==> src/rtl/seq_mag_comparator.sv <==
// Multi-cycle magnitude comparator: walks DIGIT bits per clock MSB-first, chaining a G/L cascade.
// Optional macro SEQ_CMP_EARLY_EXIT_EN finishes as soon as the first differing digit decides the result.
module seq_mag_comparator #(
    parameter int WIDTH = 16,
    parameter int DIGIT = 4
) (
    input  logic             clk,
    input  logic             rst_n,
    input  logic             start,
    input  logic [WIDTH-1:0] a,
    input  logic [WIDTH-1:0] b,
    input  logic             signed_mode,
    output logic             busy,
    output logic             done,
    output logic             gt,
    output logic             lt,
    output logic             eq
);

    localparam int N     = WIDTH / DIGIT;
    localparam int IDX_W = (N > 1) ? $clog2(N) : 1;
    localparam logic [WIDTH-1:0] MSB_MASK = {{(WIDTH-1){1'b0}}, 1'b1} << (WIDTH-1);

    typedef enum logic [0:0] {
        IDLE = 1'b0,
        RUN  = 1'b1
    } state_t;

    state_t             state_r, state_s;
    logic [WIDTH-1:0]   a_r, a_s, b_r, b_s;
    logic [IDX_W-1:0]   idx_r, idx_s;
    logic               g_r, g_s, l_r, l_s;
    logic               busy_r, busy_s, done_r, done_s;
    logic               gt_r, gt_s, lt_r, lt_s, eq_r, eq_s;
    logic [DIGIT-1:0]   da_s, db_s;
    logic               g_new_s, l_new_s, final_s;

    // Current digit pair and the cascade step applied to it.
    always_comb begin
        da_s    = a_r[int'(idx_r)*DIGIT +: DIGIT];
        db_s    = b_r[int'(idx_r)*DIGIT +: DIGIT];
        g_new_s = g_r | (~l_r & (da_s > db_s));
        l_new_s = l_r | (~g_r & (da_s < db_s));
`ifdef SEQ_CMP_EARLY_EXIT_EN
        final_s = (idx_r == IDX_W'(0)) | g_new_s | l_new_s;
`else
        final_s = (idx_r == IDX_W'(0));
`endif
    end

    // Next-state and next-output logic.
    always_comb begin
        state_s = state_r;
        a_s     = a_r;
        b_s     = b_r;
        idx_s   = idx_r;
        g_s     = g_r;
        l_s     = l_r;
        busy_s  = busy_r;
        done_s  = 1'b0;
        gt_s    = gt_r;
        lt_s    = lt_r;
        eq_s    = eq_r;
        case (state_r)
            IDLE: begin
                if (start) begin
                    // Flipping both sign bits maps two's complement onto offset binary.
                    a_s     = signed_mode ? (a ^ MSB_MASK) : a;
                    b_s     = signed_mode ? (b ^ MSB_MASK) : b;
                    idx_s   = IDX_W'(N-1);
                    g_s     = 1'b0;
                    l_s     = 1'b0;
                    busy_s  = 1'b1;
                    gt_s    = 1'b0;
                    lt_s    = 1'b0;
                    eq_s    = 1'b0;
                    state_s = RUN;
                end else begin
                    busy_s = 1'b0;
                end
            end
            RUN: begin
                g_s = g_new_s;
                l_s = l_new_s;
                if (final_s) begin
                    gt_s    = g_new_s;
                    lt_s    = l_new_s;
                    eq_s    = ~(g_new_s | l_new_s);
                    done_s  = 1'b1;
                    busy_s  = 1'b0;
                    state_s = IDLE;
                end else begin
                    idx_s = idx_r - IDX_W'(1);
                end
            end
            default: begin
                busy_s  = 1'b0;
                state_s = IDLE;
            end
        endcase
    end

    // State and output registers with asynchronous clear.
    always_ff @(posedge clk or negedge rst_n) begin
        if (!rst_n) begin
            state_r <= IDLE;
            a_r     <= '0;
            b_r     <= '0;
            idx_r   <= '0;
            g_r     <= 1'b0;
            l_r     <= 1'b0;
            busy_r  <= 1'b0;
            done_r  <= 1'b0;
            gt_r    <= 1'b0;
            lt_r    <= 1'b0;
            eq_r    <= 1'b0;
        end else begin
            state_r <= state_s;
            a_r     <= a_s;
            b_r     <= b_s;
            idx_r   <= idx_s;
            g_r     <= g_s;
            l_r     <= l_s;
            busy_r  <= busy_s;
            done_r  <= done_s;
            gt_r    <= gt_s;
            lt_r    <= lt_s;
            eq_r    <= eq_s;
        end
    end

    assign busy = busy_r;
    assign done = done_r;
    assign gt   = gt_r;
    assign lt   = lt_r;
    assign eq   = eq_r;

endmodule

==> config.mk <==
export PLATFORM = sky130hd
export DESIGN_NAME = seq_mag_comparator
export DESIGN_NICKNAME = d
export VERILOG_FILES = /design/src/rtl/seq_mag_comparator.sv
export SDC_FILE = /design/constraint.sdc
export NUM_CORES = 1
export LEC_CHECK = 0
export CORE_ASPECT_RATIO = 1.75
export CORE_MARGIN = 4
export CORE_UTILIZATION = 54
export DETAILED_ROUTE_END_ITERATION = 12
export PLACE_DENSITY = 0.88
export SYNTH_ARGS = -nofsm -noshare
export SYNTH_HDL_FRONTEND = slang
export SYNTH_SLANG_ARGS = --single-unit
==> constraint.sdc <==
create_clock -name clk -period 3.7 [get_ports clk]
set_clock_uncertainty 0.2 [all_clocks]
set_input_delay 0.74 -clock clk [delete_from_list [all_inputs] [get_ports clk]]
set_output_delay 0.74 -clock clk [all_outputs]
set_load 0.02 [all_outputs]
==> results of run 1 <==
## tightest hold or removal path, delay by kind of cell (launching register included)
family | cells | cell delay (ps)
simple gates | 2 | 100
flops | 1 | 340
## final cells by class
cell class	count	area, sq um
multi-input combinational	138	826
clock buffer	7	86.3
sequential	42	1050
tap	45	56.3
fill	246	1000
clock inverter	1	5.00
inverter	10	37.5
timing repair buffer	41	403
## worst max-delay path by stage
stage,start,to,cells past startpoint
detailed placement,idx_r[0],lt,6
floorplan,idx_r[0],lt,7
finish,idx_r[0],lt,6
CTS,idx_r[0],lt,6
global placement,start,b_r[15],5
global route,idx_r[0],g_r,5
## metal layers
layer,vias up,wire length [um]
li1,726,-
met4,0,77
met3,8,152
met2,27,2060
met1,696,1400
met5,-,0
## kinds of logic after synthesis
| family | share of synthesized area |
|---|---|
| buffers and inverters | 0.0513 |
| AND/OR/NAND/NOR | 0.206 |
| XOR/XNOR | 0.0133 |
| adder cells (fa/ha/maj) | 0.0317 |
| flip-flops | 0.532 |
| multiplexers | 0.106 |
| AO/OA/AOI/OAI | 0.0595 |
## registers in the layout, indices dropped and copies added (netlist names)
| signal | count |
|---|---|
| b_r | 16 |
| g_r | 1 |
| gt | 1 |
| a_r | 16 |
| state_r | 1 |
| done | 1 |
| lt | 1 |
| l_r | 1 |
| idx_r | 2 |
| busy | 1 |
| eq | 1 |
## cells in the mapped netlist, drive strengths merged
cell type,number,share of area
nand2,95,0.18
dfrtp,42,0.53
buf,10,0.032
inv,10,0.019
mux4,8,0.10
a21oi,7,0.018
ha,5,0.032
a21o,2,0.0076
a22o,2,0.0089
nor2,2,0.0038
nor2b,2,0.0063
nor3,2,0.0051
o21ai,2,0.0051
xnor2,2,0.0089
a211oi,1,0.0038
a2bb2oi,1,0.0044
and3,1,0.0032
mux2,1,0.0057
nand3b,1,0.0038
nand4,1,0.0032
o211ai,1,0.0038
o41ai,1,0.0082
xor2,1,0.0044
## power by group
group | internal [mW] | total, mW | switching, mW
clock network | 0.150 | 0.292 | 0.142
logic | 0.419 | 0.810 | 0.391
registers | 0.668 | 0.832 | 0.164
total | 1.24 | 1.93 | 0.697
==> parameters.txt, run 1 <==
Parameter                              Value

Status
  Outcome ... complete, no violations

Route
  DRC violation count after routing ... 0
  Vias per Instance ... 5.13
  Detail-routed net length per standard cell ... between 10 and 15 um
  Vias ... 1,457
  Antenna-violating nets left ... 0
  Detailed Routing Iterations Pass 1 ... 4
  DRC marker count from the first detailed-route iteration ... 17
  Total routed wirelength ... approximately 3700 um

Global routing
  Met2 global-route usage ... 0.333
  Routing layer with the top usage in global route ... met2
  Global-route congestion overflow total ... 0
  Met1 usage in global routing ... 0.182
  Vias in the first global route ... about 1,500
  Initial antenna violation count ... 0
  Global-route wire length before repair ... 6300 um
  Met3 layer usage reported by global route ... 0.0511
  GRT Resource Usage Total ... 0.182
  Pin count of the biggest net entering global routing ... 43

Final layout
  Leading cell type in the layout, fill and taps excluded ... nand2_1
  Fraction of layout cells with a size suffix above 1 ... 0.0628
  Most used cells in the layout excluding fill and tap cells ... nand2_1, dfrtp_1, clkdlybuf4s50_1
  Relative area change from synthesis to final layout ... 24.8%
  Number of antenna diodes ... 0
  # nets final ... 279
  Finished layout cell area ... 2460 sq um
  Final design utilization ... 0.711
  Post-Layout Cell Count ... 284

CTS
  Number of clock buffers inserted by TritonCTS ... 5
  Hold buffers post-CTS ... 0
  Clock transition at the registers of the reported paths ... roughly 80 ps
  Number of instances resized during post-cts repair ... 0
  Number of buffers between clock root and the deepest sink ... 2
  Clock Latency Late Sink ... 290 ps
  Setup Fix Bufs, Post-CTS ... 0
  H-tree depth ... 2
  CTS tree ... done
  Root Buffer ... clkbuf_8
  Number of sinks driven by the clock tree ... 42

Worst setup path
  Critical-path maximum fanout ... 11
  Required time at the endpoint of the critical path ... between 3000 and 4000 ps
  Kind of critical path ... flop to flop
  Crit. End Element ... flop
  Buffers & Inverters on Critical Path ... 0
  Worst R2R Path Depth ... 6
  FF-to-FF setup slack ... 1080 ps
  Crit path arrival time ... between 2000 and 3000 ps
  Beginning of the worst register-to-register path ... idx_r[0]
  Reg2reg end ... lt
  Delay-heaviest family, CP ... flip-flops
  Startpoint type of the worst setup path ... flop
  Largest stage delay on the critical path ... around 660 ps
  Cell Chain, Critical Path ... mux4_1 -> ha_1 -> nor2b_1 -> o211ai_1 -> a21o_1 -> a22o_1
  Slowest cell on crit path ... dfrtp_1

Placed design
  Count of buffers from port buffering ... 40
  Post-placement worst setup slack ... 1080 ps
  Hpwl dp ... 2880 um
  Placer's final routability congestion estimate ... 0.773
  Number of placed instances with taps included ... roughly 280
  Area of placed instances ... between 2000 and 2500 sq um

STA
  Slew @ Worst Pin ... 938 ps
  Minimum clock period ... 2620 ps
  Final-layout setup total negative slack ... 0 ps
  Final worst-path setup slack ... 1080 ps
  Worst slew margin relative to its limit ... 0.373
  Number of failing setup endpoints in the final timing report ... 0
  Fin Hold WS ... 268 ps
  Max-slew violation count ... 0
  Final worst-path cycle share ... 0.707
  RSZ-0062 raised after global routing ... false
  Final hold viol count ... 0
  Max Fclk ... around 380 MHz

Synth
  Flops & latches, synth ... 42
  Register area share after synthesis ... 0.532
  Average cell area after synthesis ... 9.88 sq um
  Post-synth design cell area ... 1980 sq um
  Instance count of the mapped netlist ... 200
  Warnings, synthesis ... 0
  Syn nets ... 241
  Distinct cells, synth ... 27

Flow run
  Number of max-cap violations ... 0

Floorplan
  Placeable core region ... 3470 sq um
  Number of ports placed on the die boundary ... 41
  Width of the die ... between 50 and 60 um
  Initial Util ... 0.570
  Die span in y ... roughly 88 um
  Total number of placement rows ... 28
  Die outline area ... 4730 sq um

Pwr
  Power density over cell area ... 785 nW/um^2
  Overall Power ... 1.93 mW
  Peak supply drop ... 447 uV
  Static leakage ... 1.25 nW

Hold path
  End point of the most critical hold path ... a_r[7]
  Number of cells traversed by the worst hold path ... 2
  Min-delay src ... a_r[7]
  Worst min-delay path class ... flop to flop
(Power assumes the default switching activity.)
==> run 2, diff against run 1 <==
--- a/config.mk
+++ b/config.mk
@@ -7,9 +7,9 @@
 export LEC_CHECK = 0
 export CORE_ASPECT_RATIO = 1.75
 export CORE_MARGIN = 4
-export CORE_UTILIZATION = 54
+export CORE_UTILIZATION = 50
 export DETAILED_ROUTE_END_ITERATION = 12
-export PLACE_DENSITY = 0.88
+export PLACE_DENSITY = 0.82
 export SYNTH_ARGS = -nofsm -noshare
 export SYNTH_HDL_FRONTEND = slang
 export SYNTH_SLANG_ARGS = --single-unit
==> constraint.sdc (replaced) <==
create_clock -name clk -period 2.7 [get_ports clk]
set_clock_uncertainty 0.2 [all_clocks]
set_input_delay 0.54 -clock clk [delete_from_list [all_inputs] [get_ports clk]]
set_output_delay 0.54 -clock clk [all_outputs]
set_load 0.02 [all_outputs]
==> run 2 against run 1 <==
Against the previous run: clock power grew 37%; critical path depth is the same; first-iteration DRC count shrank 53%; combinational power grew 40%; count of clock-buffer cells in the layout shrank 2.
==> parameters.txt, run 2 (same netlist as run 1, synthesis figures left out) <==
Parameter                              Value

Status
  Outcome ... complete, no violations

Route
  Vias ... 1,495
  DRC violation count after routing ... 0
  Antenna-violating nets left ... 0
  Detailed Routing Iterations Pass 1 ... 4
  Detail-routed net length per standard cell ... roughly 13 um
  Total routed wirelength ... 3730 um
  Vias per Instance ... ~5.2
  DRC marker count from the first detailed-route iteration ... 8

Global routing
  Met1 usage in global routing ... 0.176
  Global-route congestion overflow total ... 0
  Initial antenna violation count ... 0
  Vias in the first global route ... ~1,400
  Met2 global-route usage ... 0.278
  Pin count of the biggest net entering global routing ... 43
  Met3 layer usage reported by global route ... 0.0427
  Global-route wire length before repair ... 6290 um
  Routing layer with the top usage in global route ... met2
  GRT Resource Usage Total ... 0.159

Worst setup path
  Startpoint type of the worst setup path ... flop
  Buffers & Inverters on Critical Path ... 1
  Kind of critical path ... flop to flop
  Cell Chain, Critical Path ... buf_4 -> mux4_1 -> ha_1 -> o211ai_1 -> a21o_1 -> a22o_1
  Required time at the endpoint of the critical path ... ~2700 ps
  Slowest cell on crit path ... mux4_1
  FF-to-FF setup slack ... 160 ps
  Beginning of the worst register-to-register path ... idx_r[0]
  Crit path arrival time ... 2530 ps
  Critical-path maximum fanout ... 7
  Number of logic stages on the critical path including buffering ... 6
  Delay-heaviest family, CP ... multiplexers
  Termination of the worst setup path ... lt
  Reg2reg end ... lt
  Worst R2R Path Depth ... 6
  Crit. End Element ... flop
  Largest stage delay on the critical path ... 580 ps
  Setup crit start ... idx_r[0]

STA
  Slew @ Worst Pin ... 922 ps
  RSZ-0062 raised after global routing ... false
  Worst slew margin relative to its limit ... 0.385
  Final hold viol count ... 0
  Max-slew violation count ... 0
  Minimum clock period ... between 2000 and 3000 ps
  Final worst-path cycle share ... 0.939
  Max Fclk ... 394 MHz
  Final-layout setup total negative slack ... 0 ps
  Fin Hold WS ... 181 ps
  Final worst-path setup slack ... roughly 160 ps
  Number of failing setup endpoints in the final timing report ... 0

Pwr
  Static leakage ... around 1.3 nW
  Peak supply drop ... 605 uV
  Internal power ... 1.69 mW
  Portion of total power attributed to combinational logic ... 0.426
  Net switching power ... 0.972 mW
  Power density over cell area ... approximately 1100 nW/um^2
  Clock share of power ... 0.151
  Switching Share ... 0.366
  Register share of total power ... 0.423

Final layout
  # nets final ... 282
  Filler Cell Count ... 329
  Final design utilization ... 0.650
  Biggest registers after layout ... a_r (16), b_r (16), idx_r (2)
  Post-Layout Cell Count ... 290
  Fraction of layout cells with a size suffix above 1 ... 0.0785
  Leading cell type in the layout, fill and taps excluded ... nand2_1
  Area taken by multi-input logic gates ... 826 sq um
  Most used cells in the layout excluding fill and tap cells ... nand2_1, dfrtp_1, clkdlybuf4s50_1
  Relative area change from synthesis to final layout ... 26.0%
  Combined flip-flop and latch cell area ... 1050 sq um
  Number of antenna diodes ... 0

CTS
  Number of buffers between clock root and the deepest sink ... 2
  Number of instances resized during post-cts repair ... 0
  Setup Fix Bufs, Post-CTS ... 0
  Clock transition at the registers of the reported paths ... approximately 80 ps
  Hold buffers post-CTS ... 0
  Clock Latency Late Sink ... 290 ps
  Root Buffer ... clkbuf_8
  CTS tree ... done
  Number of clock buffers inserted by TritonCTS ... 5
  Number of sinks driven by the clock tree ... 42
  H-tree depth ... 2

Flow run
  Number of max-cap violations ... 0

Placed design
  Number of placed instances with taps included ... 282
  Post-placement worst setup slack ... 173 ps
  Count of buffers from port buffering ... 40
  Hpwl dp ... 2850 um
  Placer's final routability congestion estimate ... 0.822

Hold path
  Worst min-delay path class ... input pin to asynchronous set/reset pin

Floorplan
  Width of the die ... ~56 um
  Initial Util ... 0.516
  Placeable core region ... ~3800 sq um
  Die span in y ... 91.2 um
  Total number of placement rows ... 30
  Number of ports placed on the die boundary ... 41
  Die outline area ... 5060 sq um
-- run 2: power groups by stage --
| stage | Clock [mW] | Sequential (mW) | Combinational (mW) |
|---|---|---|---|
| 2_1_floorplan | 0 | 1.06 | 0.907 |
| 3_3_place_gp | 0 | 1.13 | 1.10 |
| 5_1_grt | 0.437 | 1.17 | 1.29 |
| 3_5_place_dp | 0 | 1.14 | 1.15 |
| 4_1_cts | 0.412 | 1.13 | 1.16 |
| 6_report | 0.401 | 1.13 | 1.13 |
-- run 2: worst min-delay path by stage --
stage	cells past startpoint	end	slack, ps	from
3_5_place_dp	2	b_r[0]	260	b_r[0]
6_report	1	a_r[10]	180	rst_n
5_1_grt	1	lt	250	rst_n
4_1_cts	1	lt	200	rst_n
2_1_floorplan	0	a_r[0]	40	rst_n
3_3_place_gp	2	a_r[11]	250	a_r[11]
-- run 2: metal layers --
layer	routed length [um]	part of all wire	vias to the layer above
li1	-	-	731
met1	1440	0.39	730
met2	2090	0.56	28
met3	123	0.033	6
met4	81	0.022	0
met5	0	0	-
-- run 2: cell type report --
type | count | share of cell area
repair buffers | 44 | 0.171
flip-flops and latches | 42 | 0.422
multi-input cells | 138 | 0.332
clock inverters | 3 | 0.00854
well taps | 48 | 0.0241
inverters | 10 | 0.0151
clock buffers | 5 | 0.0276
-- run 2: stage by stage --
step | total power [mW] | area, sq um
6_report | 2.66 | 2490
4_1_cts | 2.70 | 2490
2_1_floorplan | 1.97 | 1980
3_3_place_gp | 2.23 | 2400
5_1_grt | 2.90 | 2490
3_5_place_dp | 2.29 | 2400
==> run 3, diff against run 2 <==
--- a/config.mk
+++ b/config.mk
@@ -5,6 +5,7 @@
 export SDC_FILE = /design/constraint.sdc
 export NUM_CORES = 1
 export LEC_CHECK = 0
+export ABC_CLOCK_PERIOD_IN_PS = 2700
 export CORE_ASPECT_RATIO = 1.75
 export CORE_MARGIN = 4
 export CORE_UTILIZATION = 50
==> results of run 3 <==
The final DEF is identical to that of run 2; final timing and power are the same.
